**config.mk**
```make
export PLATFORM = sky130hd
export DESIGN_NAME = mc_control_unit_flat
export DESIGN_NICKNAME = d
export VERILOG_FILES = /design/src/rtl/mc_ctrl_pkg.sv /design/src/rtl/mc_control_unit_if.sv /design/src/rtl/mc_control_unit_alu_decoder.sv /design/src/rtl/mc_control_unit.sv /design/src/flat_wrapper.sv
export SDC_FILE = /design/constraint.sdc
export NUM_CORES = 1
export LEC_CHECK = 0
export ABC_AREA = 0
export CORE_MARGIN = 3
export CORE_UTILIZATION = 44
export DETAILED_ROUTE_END_ITERATION = 8
export PLACE_DENSITY_LB_ADDON = 0.2
export SLEW_MARGIN = 40
export SYNTH_ARGS = -nofsm -noshare
export SYNTH_HDL_FRONTEND = slang
export SYNTH_SLANG_ARGS = --single-unit
```
**constraint.sdc**
```tcl
create_clock -name i_clk -period 2.6 [get_ports i_clk]
set_input_delay 0.52 -clock i_clk [delete_from_list [all_inputs] [get_ports i_clk]]
set_output_delay 0.52 -clock i_clk [all_outputs]
set_load 0.05 [all_outputs]
```
**src/rtl/mc_ctrl_pkg.sv**
```systemverilog
// ------------------------------------------------------------------------
// mc_ctrl_pkg: state, opcode/funct and select encodings for mc_control_unit
// Rev 1.0
// ------------------------------------------------------------------------
`default_nettype none

package mc_ctrl_pkg;

  typedef enum logic [3:0] {
    S_FETCH  = 4'd0,
    S_DECODE = 4'd1,
    S_MEMADR = 4'd2,
    S_MEMRD  = 4'd3,
    S_MEMWB  = 4'd4,
    S_MEMWR  = 4'd5,
    S_EXEC   = 4'd6,
    S_ALUWB  = 4'd7,
    S_BEQ    = 4'd8,
    S_BNE    = 4'd9,
    S_ADDIEX = 4'd10,
    S_ADDIWB = 4'd11,
    S_JUMP   = 4'd12,
    S_FAULT  = 4'd13
  } state_t;

  typedef enum logic [1:0] {
    ALUOP_ADD   = 2'b00,
    ALUOP_SUB   = 2'b01,
    ALUOP_FUNCT = 2'b10
  } aluop_t;

  localparam logic [5:0] OP_RTYPE = 6'b000000;
  localparam logic [5:0] OP_LW    = 6'b100011;
  localparam logic [5:0] OP_SW    = 6'b101011;
  localparam logic [5:0] OP_BEQ   = 6'b000100;
  localparam logic [5:0] OP_BNE   = 6'b000101;
  localparam logic [5:0] OP_ADDI  = 6'b001000;
  localparam logic [5:0] OP_J     = 6'b000010;

  localparam logic [5:0] FN_ADD = 6'b100000;
  localparam logic [5:0] FN_SUB = 6'b100010;
  localparam logic [5:0] FN_AND = 6'b100100;
  localparam logic [5:0] FN_OR  = 6'b100101;
  localparam logic [5:0] FN_SLT = 6'b101010;

  localparam logic [2:0] ALU_ADD = 3'b010;
  localparam logic [2:0] ALU_SUB = 3'b110;
  localparam logic [2:0] ALU_AND = 3'b000;
  localparam logic [2:0] ALU_OR  = 3'b001;
  localparam logic [2:0] ALU_SLT = 3'b111;

  localparam logic [1:0] PCSRC_ALU    = 2'b00;
  localparam logic [1:0] PCSRC_ALUOUT = 2'b01;
  localparam logic [1:0] PCSRC_JUMP   = 2'b10;

  localparam logic [1:0] SRCB_B      = 2'b00;
  localparam logic [1:0] SRCB_FOUR   = 2'b01;
  localparam logic [1:0] SRCB_IMM    = 2'b10;
  localparam logic [1:0] SRCB_IMM_SH = 2'b11;

  // States that wait on i_memready and are guarded by the timeout counter
  function automatic logic is_wait_state(input state_t s);
    return (s == S_FETCH) || (s == S_MEMRD) || (s == S_MEMWR);
  endfunction

endpackage

`default_nettype wire

```
**src/rtl/mc_control_unit_if.sv**
```systemverilog
// ------------------------------------------------------------------------
// mc_control_unit_if: datapath <-> control unit strobes and status, Rev 1.0
// ------------------------------------------------------------------------
`default_nettype none

interface mc_control_unit_if;
  logic [5:0] i_op;
  logic [5:0] i_funct;
  logic       i_zero;
  logic       i_memready;
  logic       o_memread;
  logic       o_memwrite;
  logic       o_instrwrite;
  logic       o_pcen;
  logic       o_regwrite;
  logic       o_regdst;
  logic       o_memtoreg;
  logic       o_iord;
  logic       o_alusrca;
  logic [1:0] o_pcsrc;
  logic [1:0] o_alusrcb;
  logic [2:0] o_alucontrol;
  logic       o_fault;
  logic [3:0] o_state;

  // Datapath / memory side
  modport master (
    output i_op, i_funct, i_zero, i_memready,
    input  o_memread, o_memwrite, o_instrwrite, o_pcen, o_regwrite, o_regdst,
           o_memtoreg, o_iord, o_alusrca, o_pcsrc, o_alusrcb, o_alucontrol,
           o_fault, o_state
  );

  // Control unit side
  modport slave (
    input  i_op, i_funct, i_zero, i_memready,
    output o_memread, o_memwrite, o_instrwrite, o_pcen, o_regwrite, o_regdst,
           o_memtoreg, o_iord, o_alusrca, o_pcsrc, o_alusrcb, o_alucontrol,
           o_fault, o_state
  );
endinterface

`default_nettype wire

```
**src/rtl/mc_control_unit_alu_decoder.sv**
```systemverilog
// ------------------------------------------------------------------------
// alu_decoder: aluop/funct -> alucontrol with illegal-funct flag, Rev 1.0
// ------------------------------------------------------------------------
`default_nettype none

module alu_decoder
  import mc_ctrl_pkg::*;
(
  input  aluop_t     aluop,
  input  logic [5:0] funct,
  output logic [2:0] alucontrol,
  output logic       illegal
);

  always_comb begin
    alucontrol = ALU_ADD;
    illegal    = 1'b0;
    case (aluop)
      ALUOP_ADD: alucontrol = ALU_ADD;
      ALUOP_SUB: alucontrol = ALU_SUB;
      default: begin
        case (funct)
          FN_ADD:  alucontrol = ALU_ADD;
          FN_SUB:  alucontrol = ALU_SUB;
          FN_AND:  alucontrol = ALU_AND;
          FN_OR:   alucontrol = ALU_OR;
          FN_SLT:  alucontrol = ALU_SLT;
          default: begin
            alucontrol = ALU_AND;
            illegal    = 1'b1;
          end
        endcase
      end
    endcase
  end

endmodule

`default_nettype wire

```
**src/rtl/mc_control_unit.sv**
```systemverilog
// ------------------------------------------------------------------------
// mc_control_unit: multicycle MIPS-style Moore control FSM with memory
// wait-state timeout and sticky fault state. Rev 1.0
// ------------------------------------------------------------------------
`default_nettype none

module mc_control_unit
  import mc_ctrl_pkg::*;
#(
  parameter int MEM_TIMEOUT = 15,
  parameter bit EN_EXT_ISA  = 1'b1
) (
  input  wire logic          i_clk,
  input  wire logic          i_reset,
  mc_control_unit_if.slave   bus
);

  localparam int             CNT_W    = $clog2(MEM_TIMEOUT + 1);
  localparam logic [CNT_W-1:0] CNT_LAST = CNT_W'(MEM_TIMEOUT - 1);
  localparam logic [CNT_W-1:0] CNT_ONE  = CNT_W'(1);

  state_t           state;
  state_t           state_nxt;
  logic [CNT_W-1:0] wait_cnt;
  logic             timeout;

  aluop_t           aluop;
  logic [2:0]       dec_alucontrol;
  logic             dec_illegal;

  logic             memread, memwrite, instrwrite, pcen, regwrite;
  logic             regdst, memtoreg, iord, alusrca, fault;
  logic [1:0]       pcsrc, alusrcb;
  logic [2:0]       alucontrol;

  alu_decoder u_alu_decoder (
    .aluop      (aluop),
    .funct      (bus.i_funct),
    .alucontrol (dec_alucontrol),
    .illegal    (dec_illegal)
  );

  always_ff @(posedge i_clk or posedge i_reset) begin
    if (i_reset) begin
      state <= S_FETCH;
    end else begin
      state <= state_nxt;
    end
  end

  // Any state change restarts the count, so every wait state begins at zero
  always_ff @(posedge i_clk or posedge i_reset) begin
    if (i_reset) begin
      wait_cnt <= '0;
    end else if (state_nxt != state) begin
      wait_cnt <= '0;
    end else if (is_wait_state(state) && !bus.i_memready) begin
      wait_cnt <= wait_cnt + CNT_ONE;
    end
  end

  // Ready on the last allowed wait cycle still completes the access
  assign timeout = !bus.i_memready && (wait_cnt == CNT_LAST);

  always_comb begin
    state_nxt  = state;
    aluop      = ALUOP_ADD;
    memread    = 1'b0;
    memwrite   = 1'b0;
    instrwrite = 1'b0;
    pcen       = 1'b0;
    regwrite   = 1'b0;
    regdst     = 1'b0;
    memtoreg   = 1'b0;
    iord       = 1'b0;
    alusrca    = 1'b0;
    fault      = 1'b0;
    pcsrc      = PCSRC_ALU;
    alusrcb    = SRCB_B;
    alucontrol = ALU_AND;
    case (state)
      S_FETCH: begin
        memread    = 1'b1;
        alusrcb    = SRCB_FOUR;
        alucontrol = ALU_ADD;
        if (bus.i_memready) begin
          instrwrite = 1'b1;
          pcen       = 1'b1;
          state_nxt  = S_DECODE;
        end else if (timeout) begin
          state_nxt = S_FAULT;
        end
      end
      S_DECODE: begin
        alusrcb    = SRCB_IMM_SH;
        alucontrol = ALU_ADD;
        case (bus.i_op)
          OP_LW, OP_SW: state_nxt = S_MEMADR;
          OP_RTYPE:     state_nxt = S_EXEC;
          OP_BEQ:       state_nxt = S_BEQ;
          OP_BNE:       state_nxt = EN_EXT_ISA ? S_BNE    : S_FAULT;
          OP_ADDI:      state_nxt = EN_EXT_ISA ? S_ADDIEX : S_FAULT;
          OP_J:         state_nxt = EN_EXT_ISA ? S_JUMP   : S_FAULT;
          default:      state_nxt = S_FAULT;
        endcase
      end
      S_MEMADR: begin
        alusrca    = 1'b1;
        alusrcb    = SRCB_IMM;
        alucontrol = ALU_ADD;
        state_nxt  = (bus.i_op == OP_LW) ? S_MEMRD : S_MEMWR;
      end
      S_MEMRD: begin
        iord    = 1'b1;
        memread = 1'b1;
        if (bus.i_memready) begin
          state_nxt = S_MEMWB;
        end else if (timeout) begin
          state_nxt = S_FAULT;
        end
      end
      S_MEMWB: begin
        regwrite  = 1'b1;
        memtoreg  = 1'b1;
        state_nxt = S_FETCH;
      end
      S_MEMWR: begin
        iord     = 1'b1;
        memwrite = 1'b1;
        if (bus.i_memready) begin
          state_nxt = S_FETCH;
        end else if (timeout) begin
          state_nxt = S_FAULT;
        end
      end
      S_EXEC: begin
        alusrca    = 1'b1;
        alusrcb    = SRCB_B;
        aluop      = ALUOP_FUNCT;
        alucontrol = dec_alucontrol;
        state_nxt  = dec_illegal ? S_FAULT : S_ALUWB;
      end
      S_ALUWB: begin
        regwrite  = 1'b1;
        regdst    = 1'b1;
        state_nxt = S_FETCH;
      end
      S_BEQ, S_BNE: begin
        alusrca    = 1'b1;
        alusrcb    = SRCB_B;
        alucontrol = ALU_SUB;
        pcsrc      = PCSRC_ALUOUT;
        pcen       = (state == S_BEQ) ? bus.i_zero : !bus.i_zero;
        state_nxt  = S_FETCH;
      end
      S_ADDIEX: begin
        alusrca    = 1'b1;
        alusrcb    = SRCB_IMM;
        alucontrol = ALU_ADD;
        state_nxt  = S_ADDIWB;
      end
      S_ADDIWB: begin
        regwrite  = 1'b1;
        state_nxt = S_FETCH;
      end
      S_JUMP: begin
        pcsrc     = PCSRC_JUMP;
        pcen      = 1'b1;
        state_nxt = S_FETCH;
      end
      S_FAULT: begin
        fault = 1'b1;
      end
      default: begin
        state_nxt = S_FAULT;
      end
    endcase
  end

  // State-changing strobes are masked while reset is held
  assign bus.o_memread    = memread;
  assign bus.o_memwrite   = memwrite   & ~i_reset;
  assign bus.o_instrwrite = instrwrite & ~i_reset;
  assign bus.o_pcen       = pcen       & ~i_reset;
  assign bus.o_regwrite   = regwrite   & ~i_reset;
  assign bus.o_regdst     = regdst;
  assign bus.o_memtoreg   = memtoreg;
  assign bus.o_iord       = iord;
  assign bus.o_alusrca    = alusrca;
  assign bus.o_pcsrc      = pcsrc;
  assign bus.o_alusrcb    = alusrcb;
  assign bus.o_alucontrol = alucontrol;
  assign bus.o_fault      = fault;
  assign bus.o_state      = state;

endmodule

`default_nettype wire

```
**src/flat_wrapper.sv**
```systemverilog
// flat-port wrapper written by rule: the top's interface ports become plain ports
module mc_control_unit_flat import mc_ctrl_pkg::*;
#(
  parameter int MEM_TIMEOUT = 15,
  parameter bit EN_EXT_ISA  = 1'b1
)
  (i_clk, i_reset, bus_i_op, bus_i_funct, bus_i_zero, bus_i_memready, bus_o_memread, bus_o_memwrite, bus_o_instrwrite, bus_o_pcen, bus_o_regwrite, bus_o_regdst, bus_o_memtoreg, bus_o_iord, bus_o_alusrca, bus_o_pcsrc, bus_o_alusrcb, bus_o_alucontrol, bus_o_fault, bus_o_state);
  mc_control_unit_if bus_i ();
  input  wire logic i_clk;
  input  wire logic i_reset;
  input wire logic [$bits(bus_i.i_op)-1:0] bus_i_op;
  input wire logic [$bits(bus_i.i_funct)-1:0] bus_i_funct;
  input wire logic [$bits(bus_i.i_zero)-1:0] bus_i_zero;
  input wire logic [$bits(bus_i.i_memready)-1:0] bus_i_memready;
  output wire logic [$bits(bus_i.o_memread)-1:0] bus_o_memread;
  output wire logic [$bits(bus_i.o_memwrite)-1:0] bus_o_memwrite;
  output wire logic [$bits(bus_i.o_instrwrite)-1:0] bus_o_instrwrite;
  output wire logic [$bits(bus_i.o_pcen)-1:0] bus_o_pcen;
  output wire logic [$bits(bus_i.o_regwrite)-1:0] bus_o_regwrite;
  output wire logic [$bits(bus_i.o_regdst)-1:0] bus_o_regdst;
  output wire logic [$bits(bus_i.o_memtoreg)-1:0] bus_o_memtoreg;
  output wire logic [$bits(bus_i.o_iord)-1:0] bus_o_iord;
  output wire logic [$bits(bus_i.o_alusrca)-1:0] bus_o_alusrca;
  output wire logic [$bits(bus_i.o_pcsrc)-1:0] bus_o_pcsrc;
  output wire logic [$bits(bus_i.o_alusrcb)-1:0] bus_o_alusrcb;
  output wire logic [$bits(bus_i.o_alucontrol)-1:0] bus_o_alucontrol;
  output wire logic [$bits(bus_i.o_fault)-1:0] bus_o_fault;
  output wire logic [$bits(bus_i.o_state)-1:0] bus_o_state;
  assign bus_i.i_op = bus_i_op;
  assign bus_i.i_funct = bus_i_funct;
  assign bus_i.i_zero = bus_i_zero;
  assign bus_i.i_memready = bus_i_memready;
  assign bus_o_memread = bus_i.o_memread;
  assign bus_o_memwrite = bus_i.o_memwrite;
  assign bus_o_instrwrite = bus_i.o_instrwrite;
  assign bus_o_pcen = bus_i.o_pcen;
  assign bus_o_regwrite = bus_i.o_regwrite;
  assign bus_o_regdst = bus_i.o_regdst;
  assign bus_o_memtoreg = bus_i.o_memtoreg;
  assign bus_o_iord = bus_i.o_iord;
  assign bus_o_alusrca = bus_i.o_alusrca;
  assign bus_o_pcsrc = bus_i.o_pcsrc;
  assign bus_o_alusrcb = bus_i.o_alusrcb;
  assign bus_o_alucontrol = bus_i.o_alucontrol;
  assign bus_o_fault = bus_i.o_fault;
  assign bus_o_state = bus_i.o_state;
  mc_control_unit #(.MEM_TIMEOUT(MEM_TIMEOUT), .EN_EXT_ISA(EN_EXT_ISA)) u_core (.i_clk(i_clk), .i_reset(i_reset), .bus(bus_i));
endmodule
```
# Yosys cells after proc, flatten, opt, wreduce, memory -nomap -nowiden
# Cells that the tools add are included.
# word_totals
ff_bits,8
input_bits,16
output_inout_bits,21
word_cells,86
# classes
addsub,1
eq_ne,27
mux,30
bitwise_logic,5
n_reduce_logical,21
# ops
cell,count
equality test 6 bit (second input constant),7
one-hot mux 4 bit (9 select lines),1
equality test 4 bit (second input constant),7
two-way mux 4 bit,7
one-hot mux 4 bit (6 select lines),1
equality test 4 x 3 -> 1 bit (second input constant),4
two-way mux 1 bit,13
equality test 6 x 3 -> 1 bit (second input constant),2
one-hot mux 3 bit (4 select lines),1
OR reduction 2 bit,6
OR reduction 5 bit,2
one-hot mux 3 bit (3 select lines),1
equality test 4 x 2 -> 1 bit (second input constant),2
equality test 6 x 2 -> 1 bit (second input constant),1
equality test 6 x 4 -> 1 bit (second input constant),1
logical NOT 6 bit,1
one-hot mux 2 bit (3 select lines),1
one-hot mux 3 bit (2 select lines),1
OR reduction 6 bit,1
adder 4 x 1 -> 4 bit (second input constant),1
bitwise AND 1 bit,4
equality test 4 x 1 -> 1 bit (second input constant),1
logical NOT 4 bit,1
inequality test 4 bit,1
13 further kinds,16

# Depth between registers and ports, before layout
# Gate-level depths: netlist of run 1.
# logic_depth
depth_word,9
depth_mapped,8

# By module
# From an unflattened synthesis of run 1, not the netlist that was laid out.
# hier_totals
hier_cells,142
area_unflattened_um2,1066.0
# modules_own_cells
module,n_inst,cells_each,area_per_inst_um2
mc_control_unit,1,130,970.9
alu_decoder,1,12,95.1

# Worst setup path before layout of run 1
# Ideal clock, no wire load.
# synth_path
kind,reg-to-output
from,register u_core.state[2] (netlist: u_core.bus.o_state[2])
to,output port bus_o_regwrite
t_arrival_ns,2.918
required_time_ns,2.080
setup_slack_ns,-0.838
path_stages_with_launch,6
n_path_buf,1
path_cell_list,dfrtp_1 buf_2 nand2_1 nor3_1 a21oi_1 nor2_1
# synth_between
elab_chain_len,4
# synth_lines
item,line_no,source
start: declaration,mc_control_unit.sv:22,state_t state;
start signal: assignment,mc_control_unit.sv:47,state <= state_nxt;
equality test 4 bit or equality test 4 x 3 -> 1 bit (tied branches),mc_control_unit.sv:81,case (state)
OR reduction 3 bit (no source line) *,--,
two-way mux 1 bit *,mc_control_unit.sv:81,
bitwise AND 1 bit *,mc_control_unit.sv:185,assign bus.o_regwrite = regwrite & ~i_reset;
end: declaration,flat_wrapper.sv:19,output wire logic [$bits(bus_i.o_regwrite)-1:0] bus_o_regwrite;
# Every way passes the cells marked *; elsewhere a longest branch is shown, timed or not.

# Worst setup path after layout of run 1
# layout_path
from,input port bus_i_memready
to,output port bus_o_pcen
# layout_between
elab_chain_len,3
# layout_lines
item,line_no,source
start: declaration,flat_wrapper.sv:14,input wire logic [$bits(bus_i.i_memready)-1:0] bus_i_memready;
two-way mux 1 bit,mc_control_unit.sv:86,if (bus.i_memready) begin
one-hot mux 1 bit (3 select lines),mc_control_unit.sv:81,
bitwise AND 1 bit,mc_control_unit.sv:184,assign bus.o_pcen = pcen & ~i_reset;
end: declaration,flat_wrapper.sv:18,output wire logic [$bits(bus_i.o_pcen)-1:0] bus_o_pcen;
# Every way passes these cells.

==> results by stage, run 1 <==
Detailed routing:
- The residual DRC count is 0.
- The length of routed wiring on met1 is 1264 um.
- For this block, the routed nets add up to 3035 um of wire.
- Summed over all nets, wire length on met2 after detailed routing comes to 1519 um.
- The detailed-router iteration count before antenna repair is 4.
- The wire length on met3 is 192 um.
- The via count of the routed design is 1210.
- The count of nets left with antenna violations after detail routing is 0.
- The routed via count divided by cell count is 6.020.
- The average routed wire per standard cell is 15.10 um.
- The detailed router finished its first iteration with 36 violations.
- In this run the top signal layer used is met4.

Global routing:
- The wire length of the first global-routing pass is 5168 um.
- The maximum number of pins on one net before global-route repair is 14.
- The number of antenna violations at the first check in global routing came to 0.
- The overall track demand over capacity in global routing is 24.13%.
- The via count of the first global-routing pass is 1176.
- After global routing the overflow that remains totals 0.

Finish:
- The area added between synthesis and finish is 60.49%.
- The number of nets in the layout is 194.
- The sequential cells in the finished layout cover a total of 200.2 sq um.
- The multi-input combinational cells in the finished layout cover a total of 747.0 sq um.
- The total of fill cells in the finished design is 147.
- The post-layout utilization of the core is 77.17%.
- The number of inserted diodes is 0.
- In the final layout, the share of cells above drive strength 1 is 24.71%.

Run:
- The tool flagged a number of max-cap violations equal to 0.

Floorplan:
- In this run the core area contains 16 standard-cell rows.
- For this design the top-level I/O count stands at 37.
- The initial core utilization is 48.08%.
- The die is 53.01 um wide.
- The floorplan step defined a core boundary enclosing 0.002022 sq mm.
- The die covers 0.002810 sq mm.
- The die is 53.01 um tall.

Synthesis:
- The biggest area contributor in the post-synthesis netlist is dfrtp_1.
- The synthesized design contains 0 enable-type register cells.
- Of the total synthesized cell area, the portion taken by XOR and XNOR cells is 4.505%.
- The most frequently used flop master after synthesis is dfrtp_1.
- The fraction of post-synthesis cell area in the top cell type by area is 20.59%.
- Synthesis handed over a netlist of 132 instances.
- The number of warnings reported in the yosys synthesis log is 0.
- Sorting the synthesized cells by area gives the leading types as dfrtp_1 (21%), nor3_1 (7.2%), nand2_1 (5.4%), nor2_1 (5.4%), a21oi_1 (3.1%).
- The synthesized netlist contains 44 unique library cells.
- Measured against the total synthesized area, the mux share comes to 0%.
- The portion of the post-synthesis area used by sequential elements is 20.59%.
- The dominant combinational cell family by area after synthesis is simple AND/OR/NAND/NOR gates.
- The summed instance area of the synthesized netlist is 972.2 sq um.
- The basic-gate share of the synthesized area counting and, or, nand and nor cells is 37.07%.
- The share of the synthesized area in compound gates (AO/OA/AOI/OAI) is 28.19%.
- After synthesis, the mean cell area works out to 7.365 sq um.
- The area share of fa/ha/maj cells after synthesis is 3.604%.
- The proportion of register bits with asynchronous set or reset after synthesis is 100.0%.
- The flip-flop and latch count after synthesis is 8.
- When the netlist entered floorplanning its net count stood at 150.

Worst setup path:
- STA classifies the critical path startpoint as an input pin.
- Walking the worst path, the cells encountered are clkdlybuf4s50_1 -> buf_4 -> a31oi_1 -> o32a_1 -> nor3_2 -> buf_12.
- The launching element of the worst setup path is bus_i_memready.
- The standard cell with the maximum stage delay on the critical path is clkdlybuf4s50_1.
- Grouping stages by cell kind, the critical path spends the most delay in buffers and inverters.
- Across all register-to-register paths, the minimum setup slack is 370 ps.
- The worst setup path is captured at a primary output.
- The kind of critical path is input pin to primary output.
- The buffer and inverter count on the worst path is 3.
- The data required time at the worst endpoint is 2080 ps.
- For the worst setup path, the data arrival time is 1940 ps.
- The critical register-to-register path startpoint is u_core.bus.o_state[0].
- The maximum net fanout on the critical path is 6.
- For this run, the slowest stage of the critical path takes 590 ps.

STA:
- The slew at the pin with the worst max-slew slack is 495.8 ps.
- Setup violations remaining at the end of the flow were counted as 0.
- Setup repair after global routing left no endpoint under its margin.
- The fmax is 0.4063 GHz.
- The final critical path takes up 94.66% of the cycle.
- Subtracting the final worst setup slack from the clock period gives 2461 ps.
- The clock arrives with 1.317 ps of skew.
- The count of pins over their slew limit is 0.
- The worst pin sits at a relative slew slack of 66.84%.
- The final number of hold-violating endpoints is 0.

CTS:
- The root buffer cell is clkbuf_4.
- The H-tree depth reported by CTS is 1.
- TritonCTS built the clock tree.
- Counting the buffers created by CTS gives 3.
- The clock insertion delay at the later pin of the skew report is 240 ps.
- In this run, post-CTS hold repair placed 0 buffers.
- Clock-pin slew was measured on the worst setup and hold paths at 50 ps.
- The clock sink total is 8.
- Post-CTS timing repair inserted 0 buffers for setup.
- The number of buffers on the longest clock path is 2.
- In this run, post-CTS repair resized a total of 0 instances.

Power and ir drop:
- The total power density per cell area is 1050 mW/mm^2.
- The combinational group share of total power is 81.0%.
- The clock group share of total power is 5.4%.
- Sequential cells account for 13.6% of the total power.
- Net switching is 53.84% of the power.
- For this design the static power due to leakage is 0.0006904 uW.
- IR analysis of the VDD net gives a maximum drop of 831.0 uV.
- In this run the power spent charging and discharging nets is 881.8 uW.
- The power after layout is 1638 uW.
- The internal power of the cells is 756.1 uW.

Status:
- The run finished with clean final reports.

Placed design:
- The final HPWL from detailed placement is 2473 um.
- The count of port buffers added during placement is 36.
- At the end of routability-driven placement, the weighted congestion stood at 0.8932.

Worst hold path:
- The worst hold path belongs to the class flip-flop to flip-flop.
- The startpoint identified for the worst hold timing path is u_core.wait_cnt[1].
## worst paths after layout
path | end | cells past startpoint
setup / recovery | bus_o_pcen | 6
hold reg to reg | u_core.wait_cnt[1] | 1
min in group asynchronous | u_core.wait_cnt[0] | 2
max in group asynchronous | u_core.bus.o_state[2] | 2
setup reg to reg | u_core.wait_cnt[1] | 7
hold / removal | u_core.wait_cnt[1] | 1
## power by group through the flow
| stage | clock network (uW) | logic [uW] | registers [uW] |
|---|---|---|---|
| final | 88.3 | 1330 | 223 |
| after global routing | 100 | 1410 | 228 |
| after CTS | 92.1 | 1330 | 221 |
| after detailed placement | 0 | 1320 | 223 |
| after global placement | 0 | 1300 | 221 |
| after floorplan | 0 | 793 | 248 |
## synthesized netlist by cell type, types with 2 or more instances
master    number
xor2_1         2
and2_1         4
nor3_1        14
o211ai_1       3
and3_1         4
nand2b_1       4
nor2b_1        4
dfrtp_1        8
a211oi_1       2
o22ai_1        2
ha_1           2
nand4_1        2
nand2_1       14
buf_2          5
nand3_1        2
or3_1          2
inv_1          6
xnor2_1        3
a21oi_1        6
a31oi_1        3
o21ai_1        2
nor3b_1        2
nor2_1        14
o31ai_1        2
## cell usage in the layout, fill, tap and decap left out, types with 4 or more instances in the layout
cell type	synthesis	final
buf_4	0	16
nor2_1	14	13
clkdlybuf4s50_1	0	19
a21oi_1	6	6
dfrtp_1	8	8
buf_12	0	11
nor3_1	14	10
nor3_2	0	4
nand2b_1	4	4
inv_1	6	6
and3_1	4	4
nor2b_1	4	4
and2_1	4	4
nand2_1	14	14
## registers in the layout, summed over array words and instances, names as in the netlist
signal	flops
u_core.bus.o_state	4
u_core.wait_cnt	4
## per-layer routing
layer / vias up / GRT usage (%)
met3: 12 / 4.225
met5: - / 0
met4: 0 / 6.383
li1: 572 / -
met2: 59 / 41.32
met1: 567 / 30.87
## final cells by class
| type | instances | area share [%] |
|---|---|---|
| Clock buffer | 3 | 1.443 |
| Inverter | 7 | 1.684 |
| Multi-Input combinational cell | 110 | 47.87 |
| Sequential cell | 8 | 12.83 |
| Tap cell | 27 | 2.165 |
| Timing Repair Buffer | 46 | 34.00 |
## cells by family (layout without fill, tap and decap cells)
logic type | after synthesis | in the layout
adders and majority gates | 3 | 3
DFF | 8 | 8
AOI/OAI and AO/OA | 32 | 32
and+or+nand+nor | 70 | 70
buffers and inverters | 14 | 56
xor gates and xnor gates | 5 | 5
## through the flow
step           instance area, sq um  TNS, ps  std cells  hold WS [ps]  setup WS [ps]
2_1_floorplan                  1006   -471.4        132         335.7         -184.5
4_1_cts                        1560        0        201         594.3          154.9
6_report                       1560        0        201         588.6          138.9
5_1_grt                        1560        0        201         623.5          43.23
3_5_place_dp                   1538   -46.64        198         582.3         -21.36
3_3_place_gp                   1538        0        198         566.6          27.39
(Power assumes the default switching activity.)
==> inputs of run 2 (changes only) <==
==> constraint.sdc (replaced) <==
create_clock -name i_clk -period 2.6 [get_ports i_clk]
set_input_delay 0.26 -clock i_clk [delete_from_list [all_inputs] [get_ports i_clk]]
set_output_delay 0.26 -clock i_clk [all_outputs]
set_load 0.05 [all_outputs]
==> run 2 against run 1 <==
  * Utilization is 8.2 points lower
  * Sequential power is 11% higher
  * Non-clock buffer count is 6 lower
  * Worst setup slack better by 20 ps
  * Clock-buffer cell count stayed put
  * First-iteration DRC count is 14% lower
  * Via count is 6.9% lower
  * Register-to-register slack worse by 80 ps
  * Power is 11% lower
  * Clock skew is 1.8 ps higher
==> results by stage, run 2 (synthesis gave the netlist of run 1 again) <==
Status:
- Status: finished clean (unchanged).

Floorplan:
- The area of the placeable core came to 0.002022 sq mm (unchanged).
- The vertical extent of the die came to 53.01 um (unchanged).
- The die outline width is 53.01 um (unchanged).
- The initial core utilization is 48.08% (unchanged).
- The count of pins on the block boundary was 37 (unchanged).
- The site row count is 16 (unchanged).
- The die footprint is 0.002810 sq mm (unchanged).

Finish:
- The final instance area is 0.001394 sq mm (was 0.001560 sq mm).
- The share of layout cells above drive strength 1 came to 14.88% (was 24.71%).
- The commonest non-fill, non-tap cell in the layout is clkdlybuf4s50_1 (unchanged).
- The area added between synthesis and finish was 43.37% (was 60.49%).
- Commonest cells after routing, fill and taps aside: clkdlybuf4s50_1 (26), nor2_1 (14), nand2_1 (14), buf_4 (12), nor3_1 (11) (was clkdlybuf4s50_1 (19), buf_4 (16), nand2_1 (14), nor2_1 (13), buf_12 (11)).
- The number of inserted diodes was 0 (unchanged).
- The total of fill cells in the finished design was 176 (was 147).
- The count of placed standard cells in the final layout, fillers left out is 195 (was 201).
- The post-layout utilization of the core is 68.94% (was 77.17%).
- The number of nets in the layout is 188 (was 194).

Power and ir drop:
- The total power density per cell area was 1050 mW/mm^2 (about the same).
- The power after layout was 1463 uW (was 1638 uW).
- The worst voltage drop across the vdd grid is 828.7 uV (was 831.0 uV).
- The leakage component of the power is 0.0006271 uW (was 0.0006904 uW).

CTS:
- The clock insertion delay at the later pin of the skew report was 260 ps (was 240 ps).
- The total clock buffers created by CTS was 3 (unchanged).
- The clock sink total is 8 (unchanged).
- The register clock-pin slew on the reported worst setup and hold paths came to 50 ps (about the same).
- The root buffer cell is clkbuf_4 (unchanged).
- The number of buffers on the longest clock path is 2 (unchanged).
- The TritonCTS clock tree is done (unchanged).
- The post-cts hold buffer count is 0 (unchanged).
- The H-tree depth reported by CTS is 1 (unchanged).

Worst setup path:
- The data required time at the worst endpoint was 2340 ps (was 2080 ps).
- The capturing element type of the critical path was a primary output (unchanged).
- The destination of the worst register-to-register timing path is u_core.wait_cnt[2] (was u_core.wait_cnt[1]).
- The buffer and inverter count on the worst path is 2 (was 3).
- The cell family with the largest share of critical-path delay is buffers and inverters (unchanged).
- The standard cell with the maximum stage delay on the critical path is clkdlybuf4s50_1 (unchanged).
- The setup slack of the worst register-to-register path is 290 ps (was 370 ps).
- The largest stage delay on the critical path came to 800 ps (was 590 ps).
- CP cell instances: or3_4 -> inv_1 -> clkdlybuf4s50_1 (was clkdlybuf4s50_1 -> buf_4 -> a31oi_1 -> o32a_1 -> nor3_2 -> buf_12).
- The maximum net fanout on the critical path is 15 (was 6).
- The kind of start point of the critical path is a flip-flop (was input pin).
- The worst endpoint data arrival time was 2180 ps (was 1940 ps).
- The critical register-to-register path startpoint is u_core.bus.o_state[0] (unchanged).
- The logic depth of the worst register-to-register path was 6 (was 7).
- The kind of critical path is flip-flop to primary output (was input pin to primary output).

Placed design:
- The instance area at placement is 0.001369 sq mm (was 0.001538 sq mm).
- The global placement routability congestion is 0.8858 (was 0.8932).
- The cell count after placement came to 192 (was 198).
- The count of port buffers added during placement is 36 (unchanged).
- The final HPWL from detailed placement was 2282 um (was 2473 um).

Global routing:
- The overall track demand over capacity in global routing is 22.76% (was 24.13%).
- The leftover overflow at the end of global routing was 0 (unchanged).
- The via count of the first global-routing pass was 1043 (was 1176).
- The wire length of the first global-routing pass came to 4685 um (was 5168 um).
- The number of antenna violations at the first check in global routing was 0 (unchanged).
- The maximum number of pins on one net before global-route repair is 17 (was 14).

Detailed routing:
- The count of nets left with antenna violations after detail routing came to 0 (unchanged).
- The average routed wire per standard cell is 14.55 um (was 15.10 um).
- The via count of the routed design is 1126 (was 1210).
- The detailed-route wire length is 2837 um (was 3035 um).
- The detailed-router iteration count before antenna repair is 4 (unchanged).
- The number of DRC markers in iteration 0 is 31 (was 36).
- The residual DRC count is 0 (unchanged).
- The routed via count divided by cell count is 5.774 (was 6.020).

STA:
- The remaining max-slew budget at the tightest pin is 65.49% (was 66.84%).
- The count of pins over their slew limit came to 0 (unchanged).
- The fmax is 0.4097 GHz (was 0.4063 GHz).
- The share of the clock period used by the worst path is 93.87% (was 94.66%).
- The final worst hold slack is 435.0 ps (was 588.6 ps).
- The minimum clock period is 2441 ps (was 2461 ps).
- The clock skew after layout was 3.137 ps (was 1.317 ps).
- The final number of hold-violating endpoints is 0 (unchanged).
- The slew at the pin with the worst max-slew slack is 517.6 ps (was 495.8 ps).
- Setup repair after global routing missed its margin: no (unchanged).
- The final-report setup violation count is 0 (unchanged).

Worst hold path:
- The path class of the lowest-slack min-delay path is input pin to asynchronous set/reset pin (was flip-flop to flip-flop).

Run:
- The max-cap violation count came to 0 (unchanged).
run 2: worst max-delay path by stage:
stage / startpoint / end / depth (start not counted)
4_1_cts: u_core.bus.o_state[0] / bus_o_memwrite / 3
3_3_place_gp: bus_i_op[2] / u_core.wait_cnt[2] / 6
6_report: u_core.bus.o_state[1] / bus_o_alusrcb[0] / 3
3_5_place_dp: bus_i_op[1] / u_core.wait_cnt[1] / 7
2_1_floorplan: u_core.bus.o_state[2] / bus_o_regwrite / 5
5_1_grt: u_core.bus.o_state[3] / bus_o_memtoreg / 4
run 2: final cells by class:
| type | instances | area (sq um) | share of cell area [%] |
|---|---|---|---|
| repair buffers | 40 | 382.9 | 27.47 |
| inverters | 7 | 26.28 | 1.885 |
| well taps | 27 | 33.78 | 2.424 |
| flip-flops and latches | 8 | 200.2 | 14.36 |
| clock buffers | 3 | 22.52 | 1.616 |
| multi-input cells | 110 | 728.2 | 52.24 |
run 2: repair_timing:
item / 4_1_cts / 5_1_grt
resized for setup: 0 / 1
endpoints found under the setup margin: 0 / 1
buffers inserted: 0 / 0
run 2: where the power goes:
part	internal [uW]	switching, uW
logic	418	702
clock network	52.9	43.2
registers	153	94.0
total	624	840
run 2: through the flow:
| step | setup slack, ps | TNS (ps) |
|---|---|---|
| after global placement | 306.1 | 0 |
| after floorplan | -119.8 | -119.8 |
| after global routing | 53.69 | 0 |
| final | 159.4 | 0 |
| after detailed placement | 248.7 | 0 |
| after CTS | 88.60 | 0 |
run 2: routing by layer:
layer	part of all wire, %	wire length [um]	vias up	global-route usage [%]
met5	0	0	-	0
met3	7.3	208	7	4.225
met1	43	1228	512	29.62
li1	-	-	559	-
met4	2.0	57	0	10.21
met2	47	1343	48	36.16
==> inputs of run 3 (changes only) <==
--- a/config.mk
+++ b/config.mk
@@ -6,8 +6,9 @@
 export NUM_CORES = 1
 export LEC_CHECK = 0
 export ABC_AREA = 0
+export CAP_MARGIN = 20
 export CORE_MARGIN = 3
-export CORE_UTILIZATION = 44
+export CORE_UTILIZATION = 39
 export DETAILED_ROUTE_END_ITERATION = 8
 export PLACE_DENSITY_LB_ADDON = 0.2
 export SLEW_MARGIN = 40
==> constraint.sdc (replaced) <==
create_clock -name i_clk -period 2.1 [get_ports i_clk]
set_input_delay 0.21 -clock i_clk [delete_from_list [all_inputs] [get_ports i_clk]]
set_output_delay 0.21 -clock i_clk [all_outputs]
set_load 0.05 [all_outputs]
==> run 3 against run 2 <==
  * Combinational power grew 81%
  * Hold slack better by 1.4 ps
  * Register-to-register slack got worse by 220 ps
  * Critical path depth is 3 higher
  * Wire length up 27%
  * Final cell count rose by 13%
==> results by stage, run 3 (synthesis gave the netlist of run 1 again) <==
STA:
- The remaining max-slew budget at the tightest pin is 68.32% (was 65.49%).
- Derived from the worst setup path, the maximum achievable clock frequency is 0.4824 GHz.
- The least setup slack across all paths after layout was 27.13 ps (was 159.4 ps).
- The final-report setup violation count is 0 (unchanged).
- The minimum clock period is 2073 ps.
- Dividing the final minimum period by the clock period gives 98.71%.
- The count of pins over their slew limit is 0 (unchanged).
- The final number of hold-violating endpoints came to 0 (unchanged).
- The clock skew after layout came to 5.861 ps (was 3.137 ps).
- Setup repair after global routing missed its margin: yes (was no).
- The accumulated negative setup slack is 0 ps (unchanged).
- The final worst hold slack came to 436.4 ps (was 435.0 ps).
- The slew at the pin with the worst max-slew slack is 463.2 ps (was 517.6 ps).

Run:
- The max-cap violation count is 0 (unchanged).

Placed design:
- The post-placement worst setup slack is -226.1 ps (was 248.7 ps).
- The count of port buffers added during placement was 36 (unchanged).
- The cell count after placement is 215 (was 192).
- The global placement routability congestion is 0.9117 (was 0.8858).
- The final HPWL from detailed placement is 2773 um (was 2282 um).

Worst setup path:
- The standard cell with the maximum stage delay on the critical path is clkdlybuf4s50_1 (unchanged).
- The worst endpoint data arrival time came to 2220 ps (was 2180 ps).
- The data required time at the worst endpoint was 2250 ps (was 2340 ps).
- The largest stage delay on the critical path is 510 ps (was 800 ps).
- The buffer and inverter count on the worst path is 1 (was 2).
- CP cell instances: clkdlybuf4s50_1 -> maj3_1 -> o41a_2 -> o41ai_2 -> a2111oi_4 -> and2_1 (was or3_4 -> inv_1 -> clkdlybuf4s50_1).
- The cell family with the largest share of critical-path delay is compound AO/OA/AOI/OAI gates (was buffers and inverters).
- The setup slack of the worst register-to-register path is 70 ps (was 290 ps).
- The kind of critical path was input pin to flip-flop (was flip-flop to primary output).
- The maximum net fanout on the critical path came to 5 (was 15).
- The capturing element type of the critical path was a flip-flop (was primary output).
- The kind of start point of the critical path is an input pin (was flip-flop).

Floorplan:
- The die footprint is 0.003128 sq mm (was 0.002810 sq mm).
- The count of pins on the block boundary came to 37 (unchanged).
- The vertical extent of the die came to 55.93 um (was 53.01 um).
- The initial core utilization is 42.32% (was 48.08%).
- The site row count is 17 (was 16).
- The area of the placeable core came to 0.002297 sq mm (was 0.002022 sq mm).
- The die outline width was 55.93 um (was 53.01 um).

CTS:
- The clock sink total is 8 (unchanged).
- The root buffer cell was clkbuf_4 (unchanged).
- The clock insertion delay at the later pin of the skew report is 250 ps (was 260 ps).
- The TritonCTS clock tree is done (unchanged).
- The total clock buffers created by CTS is 3 (unchanged).
- The H-tree depth reported by CTS came to 1 (unchanged).
- The number of buffers on the longest clock path came to 2 (unchanged).
- The register clock-pin slew on the reported worst setup and hold paths is 50 ps (about the same).

Global routing:
- The leftover overflow at the end of global routing is 0 (unchanged).
- The number of antenna violations at the first check in global routing is 0 (unchanged).
- The maximum number of pins on one net before global-route repair is 21 (was 17).
- The wire length of the first global-routing pass is 5934 um (was 4685 um).
- The via count of the first global-routing pass is 1289 (was 1043).
- The overall track demand over capacity in global routing is 23.55% (was 22.76%).

Detailed routing:
- The length of routed wiring on met1 was 1509 um (was 1228 um).
- The average routed wire per standard cell was 16.36 um (was 14.55 um).
- The detailed-route wire length came to 3615 um (was 2837 um).
- The met2 wire length was 1852 um (was 1343 um).
- The count of nets left with antenna violations after detail routing is 0 (unchanged).
- The top metal layer carrying routed signals is met4 (unchanged).
- The residual DRC count came to 0 (unchanged).
- The number of DRC markers in iteration 0 is 69 (was 31).
- The wire length on met3 came to 180 um (was 208 um).
- The detailed-router iteration count before antenna repair was 4 (unchanged).
- The via count of the routed design is 1303 (was 1126).
- The routed via count divided by cell count is 5.896 (was 5.774).

Finish:
- The share of layout cells above drive strength 1 was 43.01% (was 14.88%).
- The number of inserted diodes was 0 (unchanged).
- Commonest cells after routing, fill and taps aside: buf_4 (27), clkdlybuf4s50_1 (16), buf_12 (15), nand2_1 (13), nor2_1 (11) (was clkdlybuf4s50_1 (26), nor2_1 (14), nand2_1 (14), buf_4 (12), nor3_1 (11)).
- The number of nets in the layout came to 212 (was 188).
- The area added between synthesis and finish came to 93.18% (was 43.37%).
- The count of placed standard cells in the final layout, fillers left out was 221 (was 195).
- The commonest non-fill, non-tap cell in the layout was buf_4 (was clkdlybuf4s50_1).
- The post-layout utilization of the core is 81.75% (was 68.94%).

Power and ir drop:
- The total power density per cell area is 1267 mW/mm^2 (was 1050 mW/mm^2).
- The worst voltage drop across the vdd grid came to 1099 uV (was 828.7 uV).
- The leakage component of the power is 0.0008325 uW (was 0.0006271 uW).

Worst hold path:
- The path class of the lowest-slack min-delay path is input pin to asynchronous set/reset pin (unchanged).

Status:
- Status: finished clean (unchanged).
## run 3: power breakdown
part | switching [uW] | leakage [uW] | total (uW) | internal, uW
combinational | 1130 | 0.000715 | 2030 | 896
clock | 50.7 | 0.0000150 | 123 | 72.6
sequential | 32.1 | 0.000102 | 228 | 196
total | 1220 | 0.000833 | 2380 | 1160
## run 3: final cells by class
class	count	area [sq um]
inverters	7	35.03
well taps	28	35.03
flip-flops and latches	8	205.2
clock buffers	4	26.28
repair buffers	64	742.0
multi-input cells	110	834.6
fillers	148	419.2
## run 3: worst paths after layout
path                                            start               endpoint  depth (start not counted)
worst max-delay path                      bus_i_op[3]     u_core.wait_cnt[2]                          6
worst min-delay path                          i_reset     u_core.wait_cnt[2]                          2
worst max register to register  u_core.bus.o_state[0]     u_core.wait_cnt[2]                          6
worst min register to register     u_core.wait_cnt[1]     u_core.wait_cnt[1]                          2
max in group asynchronous                     i_reset  u_core.bus.o_state[2]                          2
min in group i_clk                        bus_i_op[5]  u_core.bus.o_state[0]                          5
## run 3: stage by stage
step / power, uW / instance area, sq um
finish: 2380 / 1878
global route: 2500 / 1878
CTS: 2275 / 1790
detailed placement: 2126 / 1740
global placement: 2088 / 1740
floorplan: 1328 / 1037
## run 3: worst register-to-register path, cell delays in order, from the launching register on
cell and delay [ps]:
dfrtp_2 420, buf_12 160, or3_1 380, a2111oi_0 460, a211o_1 230, a2111oi_4 80, and2_1 190
## run 3: repair_timing
| action | 4_1_cts | 5_1_grt |
|---|---|---|
| resized for setup | 7 | 18 |
| endpoints found under the hold margin | 0 | 0 |
| hold buffers | 0 | 0 |
| setup buffers | 0 | 2 |
| setup endpoints to repair | 5 | 6 |
| pin swaps | 6 | 7 |
## run 3: routing by layer
layer / vias to the layer above / GRT usage [%]
met3: 8 / 2.784
met2: 61 / 41.05
met1: 624 / 29.34
li1: 610 / -
met5: - / 0
met4: 0 / 9.492
